File: src/rtl/uart_loader.sv
// Boot loader: 8N1 UART byte stream -> 32-bit word writes on the shared RAM bus, CPU held in reset until done.
// Write strobe 1 cycle after byte_valid of a word's last byte. The UART cannot be stalled, so there is no backpressure.
module uart_loader #(
    parameter int DIVISOR = 868
) (
    input  logic        clock,
    input  logic        reset,
    input  logic        uart_rx,
    output logic [29:0] bus_addr,
    output logic [31:0] bus_data_w,
    output logic [3:0]  bus_mask_w,
    output logic        cpu_hold,
    output logic        done,
    output logic        error
);
    localparam int CW = (DIVISOR > 2) ? $clog2(DIVISOR) : 2;
    localparam logic [CW-1:0] C_HALF = CW'(DIVISOR / 2 - 1);
    localparam logic [CW-1:0] C_FULL = CW'(DIVISOR - 1);

    typedef enum logic [1:0] {RIdle, RStart, RData, RStop} rx_state_t;
    typedef enum logic [1:0] {SCount, SData, SDone, SError} ld_state_t;

    logic          r_rx_meta, r_rx_s;
    rx_state_t     r_rx_state;
    logic [CW-1:0] r_bit_cnt;
    logic [2:0]    r_bit_idx;
    logic [7:0]    r_shift;
    logic          r_byte_vld;
    logic [7:0]    r_byte_dat;

    ld_state_t     r_ld_state;
    logic [1:0]    r_byte_num;
    logic [23:0]   r_asm;
    logic [29:0]   r_count;
    logic [29:0]   r_index;
    logic          r_last;
    logic [29:0]   r_bus_addr;
    logic [31:0]   r_bus_data;
    logic [3:0]    r_bus_mask;
    logic          r_cpu_hold, r_done, r_error;

    logic          w_tick;
    logic          w_frame_err;
    logic          w_word_end;
    logic [31:0]   w_word;

    assign w_tick      = (r_bit_cnt == '0);
    assign w_frame_err = (r_rx_state == RStop) && w_tick && !r_rx_s;
    assign w_word      = {r_byte_dat, r_asm};
    assign w_word_end  = r_byte_vld && (r_byte_num == 2'd3);

    always_ff @(posedge clock) begin
        if (!reset) begin
            r_rx_meta  <= 1'b1;
            r_rx_s     <= 1'b1;
            r_rx_state <= RIdle;
            r_bit_cnt  <= '0;
            r_bit_idx  <= '0;
            r_shift    <= '0;
            r_byte_vld <= 1'b0;
            r_byte_dat <= '0;
        end else begin
            r_rx_meta  <= uart_rx;
            r_rx_s     <= r_rx_meta;
            r_byte_vld <= 1'b0;
            case (r_rx_state)
                RIdle: begin
                    if (!r_rx_s) begin
                        r_rx_state <= RStart;
                        r_bit_cnt  <= C_HALF;
                    end
                end
                RStart: begin
                    if (!w_tick) begin
                        r_bit_cnt <= r_bit_cnt - CW'(1);
                    end else if (r_rx_s) begin
                        r_rx_state <= RIdle;
                    end else begin
                        r_rx_state <= RData;
                        r_bit_cnt  <= C_FULL;
                        r_bit_idx  <= '0;
                    end
                end
                RData: begin
                    if (!w_tick) begin
                        r_bit_cnt <= r_bit_cnt - CW'(1);
                    end else begin
                        r_shift   <= {r_rx_s, r_shift[7:1]};
                        r_bit_cnt <= C_FULL;
                        r_bit_idx <= r_bit_idx + 3'd1;
                        if (r_bit_idx == 3'd7) r_rx_state <= RStop;
                    end
                end
                RStop: begin
                    if (!w_tick) begin
                        r_bit_cnt <= r_bit_cnt - CW'(1);
                    end else begin
                        // Straight back to idle so a start bit right after the stop sample is caught.
                        r_rx_state <= RIdle;
                        if (r_rx_s) begin
                            r_byte_vld <= 1'b1;
                            r_byte_dat <= r_shift;
                        end
                    end
                end
                default: r_rx_state <= RIdle;
            endcase
        end
    end

    always_ff @(posedge clock) begin
        if (!reset) begin
            r_ld_state <= SCount;
            r_byte_num <= '0;
            r_asm      <= '0;
            r_count    <= '0;
            r_index    <= '0;
            r_last     <= 1'b0;
            r_bus_addr <= '0;
            r_bus_data <= '0;
            r_bus_mask <= '0;
            r_cpu_hold <= 1'b1;
            r_done     <= 1'b0;
            r_error    <= 1'b0;
        end else begin
            r_bus_mask <= 4'b0000;
            if (w_frame_err && (r_ld_state != SDone)) begin
                r_ld_state <= SError;
                r_error    <= 1'b1;
            end else begin
                case (r_ld_state)
                    SCount: begin
                        if (r_byte_vld) begin
                            r_asm      <= {r_byte_dat, r_asm[23:8]};
                            r_byte_num <= r_byte_num + 2'd1;
                            if (w_word_end) begin
                                if (w_word[29:0] == 30'd0) begin
                                    r_ld_state <= SDone;
                                    r_cpu_hold <= 1'b0;
                                    r_done     <= 1'b1;
                                end else begin
                                    r_count    <= w_word[29:0];
                                    r_index    <= '0;
                                    r_ld_state <= SData;
                                end
                            end
                        end
                    end
                    SData: begin
                        // Release waits one cycle after the final strobe so the RAM commits it first.
                        if (r_last) begin
                            r_ld_state <= SDone;
                            r_cpu_hold <= 1'b0;
                            r_done     <= 1'b1;
                        end else if (r_byte_vld) begin
                            r_asm      <= {r_byte_dat, r_asm[23:8]};
                            r_byte_num <= r_byte_num + 2'd1;
                            if (w_word_end) begin
                                r_bus_addr <= r_index;
                                r_bus_data <= w_word;
                                r_bus_mask <= 4'b1111;
                                r_index    <= r_index + 30'd1;
                                r_last     <= ((r_index + 30'd1) == r_count);
                            end
                        end
                    end
                    default: ;
                endcase
            end
        end
    end

    assign bus_addr   = r_bus_addr;
    assign bus_data_w = r_bus_data;
    assign bus_mask_w = r_bus_mask;
    assign cpu_hold   = r_cpu_hold;
    assign done       = r_done;
    assign error      = r_error;
endmodule

File: config.mk
export PLATFORM = sky130hd
export DESIGN_NAME = uart_loader
export DESIGN_NICKNAME = d
export VERILOG_FILES = /design/src/rtl/uart_loader.sv
export SDC_FILE = /design/constraint.sdc
export NUM_CORES = 1
export LEC_CHECK = 0
export CAP_MARGIN = 20
export CORE_MARGIN = 2
export CORE_UTILIZATION = 56
export CTS_CLUSTER_SIZE = 40
export DETAILED_ROUTE_END_ITERATION = 8
export GPL_TIMING_DRIVEN = 0
export PLACE_DENSITY = 0.8
export SETUP_SLACK_MARGIN = 0.4
export SYNTH_ARGS = -nofsm -noshare
export SYNTH_HDL_FRONTEND = slang
export SYNTH_SLANG_ARGS = --single-unit
File: constraint.sdc
create_clock -name clock -period 2.8 [get_ports clock]
set_input_delay 0.84 -clock clock [delete_from_list [all_inputs] [get_ports clock]]
set_output_delay 0.84 -clock clock [all_outputs]
set_load 0.01 [all_outputs]
==> results of run 1 <==
## power by group through the flow
stage | logic, mW | clock network (mW) | registers, mW
2_1_floorplan | 0.280 | 0 | 2.79
3_3_place_gp | 0.362 | 0 | 2.80
3_5_place_dp | 0.368 | 0 | 2.80
4_1_cts | 0.374 | 2.49 | 2.74
5_1_grt | 0.429 | 2.61 | 2.74
6_report | 0.387 | 2.47 | 2.74
## stage by stage
| step | instance area (um^2) | setup TNS, ps | setup slack (ps) |
|---|---|---|---|
| finish | 10100 | 0 | 337 |
| global route | 10100 | 0 | 218 |
| CTS | 9920 | 0 | 261 |
| detailed placement | 9220 | -95.9 | -45.7 |
| global placement | 9220 | -26.8 | -26.8 |
| floorplan | 8290 | 0 | 495 |
## final cells by class
cell class | count | area [um^2] | share of cell area (%)
plain buffers | 66 | 337 | 3.33
clock buffers | 17 | 425 | 4.21
clock inverters | 15 | 181 | 1.80
inverters | 11 | 41.3 | 0.409
multi-input cells | 748 | 4330 | 42.9
flip-flops and latches | 189 | 3790 | 37.5
well taps | 184 | 230 | 2.28
repair buffers | 78 | 761 | 7.53
## path summary, 6_finish.rpt
kind / start / end / slack [ps] / cells past startpoint
setup / recovery: r_index[9]$_SDFFE_PN0P_ / r_last$_SDFFE_PN0P_ / 340 / 7
hold / removal: r_rx_meta$_SDFF_PN1_ / r_rx_s$_SDFF_PN1_ / 410 / 1
hold reg to reg: r_rx_meta$_SDFF_PN1_ / r_rx_s$_SDFF_PN1_ / 410 / 1
setup reg to reg: r_index[9]$_SDFFE_PN0P_ / r_last$_SDFFE_PN0P_ / 340 / 7
## layer usage
layer  track usage (%)  vias up  routed length [um]
met4              11.2        0                 845
met3              7.43       73                1980
li1                  -     3671                   -
met1              36.3     3611                9140
met5                 0        -                   0
met2              48.9      357               11200
## critical path: stages (launching register included)
cell	delay (ps)
dfxtp_1	490
nand3_1	280
or4_4	660
nor2_2	190
xnor2_1	90
o21ai_0	280
nand3_1	130
o31ai_1	250
## cells by family (layout without fill, tap and decap cells)
logic type,Yosys count,after routing,share of synthesized area (%)
xor gates and xnor gates,52,52,5.49
and+or+nand+nor,424,424,23.2
muxes,56,56,6.76
buffers and inverters,77,187,3.89
DFF,189,189,45.6
adders and majority gates,11,11,1.66
AOI/OAI and AO/OA,205,205,13.4
## sequential cells by signal, indices dropped and copies added, names as in the netlist, named ones only
| signal | count |
|---|---|
| bus_data_w | 32 |
| r_bit_cnt | 10 |
| cpu_hold | 1 |
| r_asm | 24 |
| r_bit_idx | 3 |
| r_count | 30 |
| r_byte_dat | 8 |
| r_index | 30 |
| r_rx_state | 1 |
| r_rx_meta | 1 |
| bus_addr | 30 |
| r_byte_num | 2 |
| r_ld_state | 2 |
| r_byte_vld | 1 |
| r_shift | 8 |
| r_rx_s | 1 |
| error | 1 |
| bus_mask_w | 1 |
| done | 1 |
| r_last | 1 |
## cell usage in the layout (no fill, tap or decap), drive strengths merged, types with 22 or more instances in the layout
cell type,netlist,layout
xnor2,30,30
xor2,22,22
nor2,101,101
clkbuf,50,62
buf,16,29
nor3,26,26
nand3,30,30
o21ai,48,48
mux2i,56,56
nand2,185,185
a21oi,129,129
clkdlybuf4s50,0,70
dfxtp,189,189
## timing repair
action | in CTS | in global routing
gates resized for setup | 25 | 65
setup buffers | 5 | 3
hold endpoints to repair | 0 | 0
setup endpoints to repair | 123 | 143
pin swaps | 3 | 10
==> impl_metrics.json, run 1 <==
{
  "yosysUniqueCellTypes": 50,
  "synth.most_common_cell": "dfxtp_1",
  "finalHoldViolCount": 0,
  "finalSetupViolCount": 0,
  "slew_headroom_pct": 46.2,
  "synth-edff-count": 0,
  "worst_setup_path_start_kind": "flop",
  "total_power_mw": 5.60,
  "tightestPinTransition_ps": 807,
  "power.switching_mw": 1.42,
  "clock_skew_ps": 8.38,
  "die-width_um": 126,
  "p_per_area_nw_per_um2": 555,
  "cts_hold_buf": 0,
  "cellLeakagePower_nw": 3.77,
  "clock_path_buffers": 2,
  "syn_area_um2": 8290,
  "ant_nets": 0,
  "clock-sinks": 189,
  "gr-total-overflow": 0,
  "worst-setup-path-type": "reg -> reg",
  "synth.top_cell.area_share_pct": 45.6,
  "slew_viol_final": 0,
  "period_minus_slack_ps": 2460,
  "power.share.combinational_pct": 6.9,
  "swShare_pct": 25.3,
  "viasPerCell": 5.90,
  "hold_slack_ps": 414,
  "synth-warning-count": 0,
  "finalNetCount": 1125,
  "syn_inst": 1014,
  "worstPathRequired_ps": 3150,
  "antenna_found_initial": 0,
  "areaGrowthSynthToFinish_pct": 21.8,
  "numCtsBuffers": 17,
  "die_height_um": 126,
  "first_global_vias": 7154,
  "wirelength_um": 23200,
  "end_kind": "flop",
  "async_flop_share_pct": 0,
  "peakVddDrop_mv": 0.531,
  "clock_power_share_pct": 44.2,
  "ys.flop_type": "dfxtp_1",
  "finalNonFillerCells": 1308,
  "cts_tree": "done",
  "period_share_pct": 87.9,
  "maxCapViolCount": 0,
  "outcome": "finished, final reports clean",
  "portBuffers": 70,
  "root_buffer": "clkbuf_16",
  "critPathArrivalTime_ps": 2810,
  "clk_latency_ps": 440,
  "h-tree-depth": 4,
  "wl_per_cell_um": 17.7,
  "drive_above_1_share_pct": 10.6,
  "fmax_mhz": 406,
  "fp-row-count": 44,
  "clkTransAtPathRegs_ps": 70,
  "syn_nets": 1028,
  "ys_ff_latch": 189,
  "place_congestion": 0.975,
  "fin_util_pct": 69.8,
  "dr.pass1.iters": 6,
  "placedCellCount": 1268,
  "globalRouteTotalUtil_pct": 29.2,
  "worstPathMaxFanout": 7,
  "grt_pass1_wl_um": 36800,
  "dieArea_um2": 15800,
  "drc": 0,
  "synth_area_leaders": "dfxtp_1 46%, nand2_1 8.4%, a21oi_1 7.8%",
  "vias": 7712,
  "synth-seq-area-share_pct": 45.6,
  "power.internal_mw": 4.19,
  "p_seq_share_pct": 48.9,
  "synth_area_leader_cell": "dfxtp_1",
  "io_pins": 72,
  "dp_hpwl_um": 16200,
  "n_antenna_cell": 0,
  "coreArea_um2": 14500,
  "drtIter0Drc": 835,
  "grt_max_degree": 19,
  "nFillCells": 1163,
  "rsz0062_at_grt": "true",
  "syn_avg_cell_area_um2": 8.18,
  "hold_class": "reg -> reg",
  "ys_top_cells_by_count": "189 x dfxtp_1, 185 x nand2_1, 129 x a21oi_1, 101 x nor2_1, 56 x mux2i_1",
  "start_util_pct": 57.3
}
(Power assumes the default switching activity.)
==> run 2, diff against run 1 <==
==> constraint.sdc (replaced) <==
create_clock -name clock -period 2.99 [get_ports clock]
set_input_delay 0.897 -clock clock [delete_from_list [all_inputs] [get_ports clock]]
set_output_delay 0.897 -clock clock [all_outputs]
set_load 0.01 [all_outputs]
==> run 2 against run 1 <==
  * Power decreased by 6.6%
  * Final area down 1.4%
  * Worst setup slack better by 77 ps
  * Sequential cell count is the same
  * Clock-buffer cell count is the same
  * Non-clock buffer count grew 1
  * Via count fell by 1.6%
  * Global-route usage is 0.29 points lower
  * Critical path depth is 1 higher
  * Combinational power decreased by 8.3%
  * Routed wire length shrank 2.0%
  * Utilization fell by 0.98 points
  * Largest power group unchanged
==> impl_metrics.json, run 2 (synthesis results as in run 1) <==
{
  "hold_depth": 1,
  "clk_latency_ps": 440,
  "portBuffers": 70,
  "total_power_mw": 5.23,
  "numCtsBuffers": 17,
  "areaGrowthSynthToFinish_pct": 20.1,
  "p_per_area_nw_per_um2": 525,
  "r2r_end": "r_last$_SDFFE_PN0P_",
  "largest_register_ffs": 32,
  "period_minus_slack_ps": 2580,
  "coreArea_um2": 14500,
  "globalRouteTotalUtil_pct": 28.9,
  "drc": 0,
  "fin_setup_tns_ps": 0,
  "ff2ff_path_depth": 8,
  "worst-path-buf-inv": 0,
  "tightestPinTransition_ps": 846,
  "cts_tree": "done",
  "io_pins": 72,
  "worstPathRequired_ps": 3340,
  "final_cell_mix": "187 x dfxtp_1, 185 x nand2_1, 129 x a21oi_1",
  "clkTransAtPathRegs_ps": 70,
  "wirelength_um": 22700,
  "outcome": "finished, final reports clean",
  "nFillCells": 1192,
  "vias": 7586,
  "clock_path_buffers": 2,
  "ant_nets": 0,
  "h-tree-depth": 4,
  "critPathSlowestCell": "dfxtp_2",
  "grt_max_degree": 19,
  "finalNetCount": 1126,
  "start_util_pct": 57.3,
  "reg2reg_slack_ps": 410,
  "dieArea_um2": 15800,
  "end_kind": "flop",
  "crit_family": "simple AND/OR/NAND/NOR gates",
  "dr.pass1.iters": 8,
  "die_height_um": 126,
  "clock_skew_ps": 8.05,
  "cpMostUsedCell": "nand3_2",
  "rsz0062_at_grt": "true",
  "final_common_cell": "dfxtp_1",
  "wl_per_cell_um": 17.4,
  "worstReg2RegStart": "r_index[0]$_SDFFE_PN0P_",
  "crit_path_max_incr_delay_ps": 410,
  "fmax_mhz": 388,
  "hold_start": "r_rx_meta$_SDFF_PN1_",
  "antenna_found_initial": 0,
  "hold_end": "r_rx_s$_SDFF_PN1_",
  "finalSetupViolCount": 0,
  "place_congestion": 0.975,
  "drive_above_1_share_pct": 7.91,
  "clock-sinks": 189,
  "maxCapViolCount": 0,
  "first_global_vias": 7069,
  "gr-total-overflow": 0,
  "grt_pass1_wl_um": 36400,
  "worst_setup_path_start_kind": "flop",
  "fp-row-count": 44,
  "worst-setup-path-type": "reg -> reg",
  "n_antenna_cell": 0,
  "peakVddDrop_mv": 0.469,
  "hold_class": "reg -> reg",
  "slew_viol_final": 0,
  "finalHoldViolCount": 0,
  "period_share_pct": 86.1,
  "cellLeakagePower_nw": 3.69,
  "dp_hpwl_um": 16200,
  "worstPathMaxFanout": 7,
  "viasPerCell": 5.80,
  "root_buffer": "clkbuf_16",
  "slew_headroom_pct": 43.6,
  "die-width_um": 126,
  "drtIter0Drc": 761,
  "critPathArrivalTime_ps": 2920,
  "worstPathCellList": "ha_2, nand3_2, nor3_4, nand3_2, or2_2, xnor2_1, o2111ai_1, o31ai_1",
  "path_depth": 8,
  "cts_hold_buf": 0
}
[run 2: cell count changes in the layout (fill, tap and decap cells not counted), sizes merged]
cell	before	now
buf	29	24
clkbuf	62	68
[run 2: power breakdown]
group,switching [mW],internal (mW)
sequential,0.0271,2.54
clock,1.05,1.26
combinational,0.244,0.111
total,1.32,3.91
[run 2: repair_timing]
action	in CTS	in global routing
pin swaps	0	3
setup buffers	0	9
hold endpoints to repair	0	0
gates resized for setup	8	30
endpoints found under the setup margin	92	109
[run 2: metal layers]
metal  track usage (%)  wire length [um]  vias to the layer above
li1                  -                 -                     3666
met4              10.5               677                        0
met5                 0                 0                        -
met1              36.5              9290                     3583
met2              48.3             11000                      283
met3              7.14              1740                       54
[run 2: worst max path at each step]
stage	start	endpoint	slack, ps
final	r_index[0]$_SDFFE_PN0P_	r_last$_SDFFE_PN0P_	410
after detailed placement	r_index[0]$_SDFFE_PN0P_	r_last$_SDFFE_PN0P_	140
after global routing	r_index[0]$_SDFFE_PN0P_	r_last$_SDFFE_PN0P_	220
after CTS	r_index[0]$_SDFFE_PN0P_	r_last$_SDFFE_PN0P_	230
after floorplan	r_bit_cnt[0]$_SDFFE_PN0P_	r_index[26]$_SDFFE_PN0P_	680
after global placement	r_index[0]$_SDFFE_PN0P_	r_last$_SDFFE_PN0P_	160
[run 2: through the flow]
step | worst slack [ps] | hold WS (ps) | cells | cell area [um^2] | util (%)
after global placement | 163 | 389 | 1268 | 9220 | 63.7
after global routing | 222 | 438 | 1309 | 9960 | 68.8
after CTS | 230 | 418 | 1300 | 9850 | 68.0
after floorplan | 685 | 386 | 1014 | 8290 | -
final | 414 | 414 | 1309 | 9960 | 68.8
after detailed placement | 144 | 402 | 1268 | 9220 | 63.7
[run 2: cell type report]
class	instances	area, um^2	share of cell area (%)
sequential	189	3790	38.0
inverter	11	41.3	0.415
clock inverter	15	181	1.82
multi-input combinational	748	4220	42.4
clock buffer	17	425	4.27
buffer	66	305	3.07
timing repair buffer	79	768	7.71
tap	184	230	2.31
==> run 3, diff against run 2 <==
--- a/config.mk
+++ b/config.mk
@@ -6,7 +6,7 @@
 export NUM_CORES = 1
 export LEC_CHECK = 0
 export CAP_MARGIN = 20
-export CORE_MARGIN = 2
+export CORE_MARGIN = 5
 export CORE_UTILIZATION = 56
 export CTS_CLUSTER_SIZE = 40
 export DETAILED_ROUTE_END_ITERATION = 8
==> run 3 against run 2 <==
  * Sequential cell count unchanged
  * Worst hold slack about the same
  * Via count up 0.13%
  * Routed wire length up 1.5%
  * Sequential power about the same
  * Die area up 9.8%
  * Worst setup slack worse by 33 ps
  * Fmax down 1.3%
  * Clock skew up 1.3 ps
  * Non-clock buffer count down 1
  * First-iteration DRC count up 18%
  * Critical path type unchanged
  * Highest routed layer unchanged
==> impl_metrics.json, run 3 (synthesis results as in run 1) <==
{
  "outcome": "finished, final reports clean",
  "vias": 7596,
  "maxCapViolCount": 0,
  "drtIter0Drc": 895,
  "power.internal_mw": 3.90,
  "crit_family": "simple AND/OR/NAND/NOR gates",
  "die_height_um": 132,
  "critPathSlowestCell": "or4_1",
  "clock_skew_ps": 9.39,
  "h-tree-depth": 4,
  "rsz0062_at_grt": "true",
  "numCtsBuffers": 17,
  "power.share.combinational_pct": 6.9,
  "final_cell_mix": "185 x dfxtp_1, 184 x nand2_1, 129 x a21oi_1",
  "fmax_mhz": 383,
  "period_minus_slack_ps": 2610,
  "fin_setup_tns_ps": 0,
  "wirelength_um": 23100,
  "clock_path_buffers": 2,
  "clk_latency_ps": 440,
  "worst-path-buf-inv": 1,
  "worst_setup_path_start_kind": "flop",
  "n_antenna_cell": 0,
  "dr.pass1.iters": 6,
  "period_share_pct": 87.3,
  "wl_per_cell_um": 17.6,
  "total_power_mw": 5.17,
  "hold_slack_ps": 414,
  "final_common_cell": "dfxtp_1",
  "dp_slack_ps": 105,
  "crit_path_max_incr_delay_ps": 720,
  "largest_register_ffs": 32,
  "drive_above_1_share_pct": 7.83,
  "finalSetupViolCount": 0,
  "gr-total-overflow": 0,
  "dieArea_um2": 17300,
  "start_util_pct": 57.1,
  "die-width_um": 132,
  "areaGrowthSynthToFinish_pct": 20.1,
  "first_global_vias": 7055,
  "swShare_pct": 24.6,
  "dp_hpwl_um": 16000,
  "worstPathMaxFanout": 7,
  "peakVddDrop_mv": 0.401,
  "portBuffers": 70,
  "p_seq_share_pct": 49.7,
  "power.switching_mw": 1.27,
  "seqCellArea_um2": 3790,
  "cellLeakagePower_nw": 3.69,
  "finalHoldViolCount": 0,
  "reg2reg_slack_ps": 380,
  "worst-setup-path-type": "reg -> reg",
  "drc": 0,
  "clkTransAtPathRegs_ps": 70,
  "slew_viol_final": 0,
  "setup_slack_ps": 381,
  "clock_power_share_pct": 43.4,
  "end_kind": "flop",
  "ant_nets": 0,
  "io_pins": 72,
  "critPathArrivalTime_ps": 2950,
  "grt_pass1_wl_um": 36700,
  "place_congestion": 0.954,
  "r2r_end": "r_last$_SDFFE_PN0P_",
  "cts_tree": "done",
  "multi_input_comb_area_um2": 4230,
  "globalRouteTotalUtil_pct": 25.8,
  "fp-row-count": 44,
  "crit_path_start": "r_index[8]$_SDFFE_PN0P_",
  "hold_class": "reg -> reg",
  "nFillCells": 1203,
  "slew_headroom_pct": 45.9,
  "grt_max_degree": 17,
  "clock-sinks": 189,
  "root_buffer": "clkbuf_16",
  "worstPathRequired_ps": 3330,
  "worstPathCellList": "clkbuf_2, nand3_1, or4_1, nor2_1, xnor2_1, o21ai_1, nand3_1, o31ai_1",
  "viasPerCell": 5.81,
  "tightestPinTransition_ps": 812,
  "coreArea_um2": 14500,
  "cp-endpoint": "r_last$_SDFFE_PN0P_",
  "finalNetCount": 1125,
  "worstReg2RegStart": "r_index[8]$_SDFFE_PN0P_",
  "path_depth": 8,
  "p_per_area_nw_per_um2": 519,
  "antenna_found_initial": 0,
  "ff2ff_path_depth": 8,
  "cpMostUsedCell": "nand3_1"
}
run 3: changes by cell type in the layout (fill, tap and decap cells not counted), moves of 2 or more:
cell | before | now
inv_6 | 4 | 2
inv_8 | 3 | 1
clkbuf_1 | 35 | 37
clkbuf_8 | 0 | 4
dfxtp_2 | 2 | 4
dfxtp_1 | 187 | 185
clkinvlp_4 | 3 | 5
nor3_4 | 1 | 3
run 3: how the worst min path moves through the flow:
stage                                    start                end  cells after the start
after floorplan           r_rx_meta$_SDFF_PN1_  r_rx_s$_SDFF_PN1_                      1
after global placement    r_rx_meta$_SDFF_PN1_  r_rx_s$_SDFF_PN1_                      1
after detailed placement  r_rx_meta$_SDFF_PN1_  r_rx_s$_SDFF_PN1_                      1
after CTS                 r_rx_meta$_SDFF_PN1_  r_rx_s$_SDFF_PN1_                      1
after global routing      r_rx_meta$_SDFF_PN1_  r_rx_s$_SDFF_PN1_                      1
final                     r_rx_meta$_SDFF_PN1_  r_rx_s$_SDFF_PN1_                      1
run 3: layer usage:
layer / vias up / global-route usage [%] / wire [um]
li1: 3666 / - / -
met4: 0 / 9.89 / 595
met5: - / 0 / 0
met1: 3574 / 32.9 / 9510
met2: 305 / 43.0 / 11200
met3: 51 / 5.39 / 1800
run 3: timing repair:
item,CTS,global route
pin swaps,0,2
hold buffers,0,0
resized for setup,7,35
endpoints found under the setup margin,87,123
setup buffers,0,8
run 3: area by class of cell:
type / count / area share, %
tap: 184 / 2.31
multi-input combinational: 748 / 42.5
clock inverter: 10 / 1.02
sequential: 189 / 38.1
timing repair buffer: 78 / 7.77
clock buffer: 22 / 4.86
inverter: 11 / 0.415
buffer: 66 / 3.05
run 3: metrics by stage:
stage          utilization (%)  instance area [um^2]  cells
6_report                  68.5                  9960   1308
3_5_place_dp              63.5                  9220   1268
4_1_cts                   67.6                  9830   1300
5_1_grt                   68.5                  9960   1308
2_1_floorplan                -                  8290   1014
3_3_place_gp              63.5                  9220   1268
run 3: power groups by stage:
stage / registers, mW / clock network [mW] / logic, mW
after floorplan: 2.61 / 0 / 0.263
after global placement: 2.62 / 0 / 0.337
after detailed placement: 2.62 / 0 / 0.340
after CTS: 2.56 / 2.25 / 0.344
after global routing: 2.57 / 2.37 / 0.395
final: 2.57 / 2.24 / 0.356
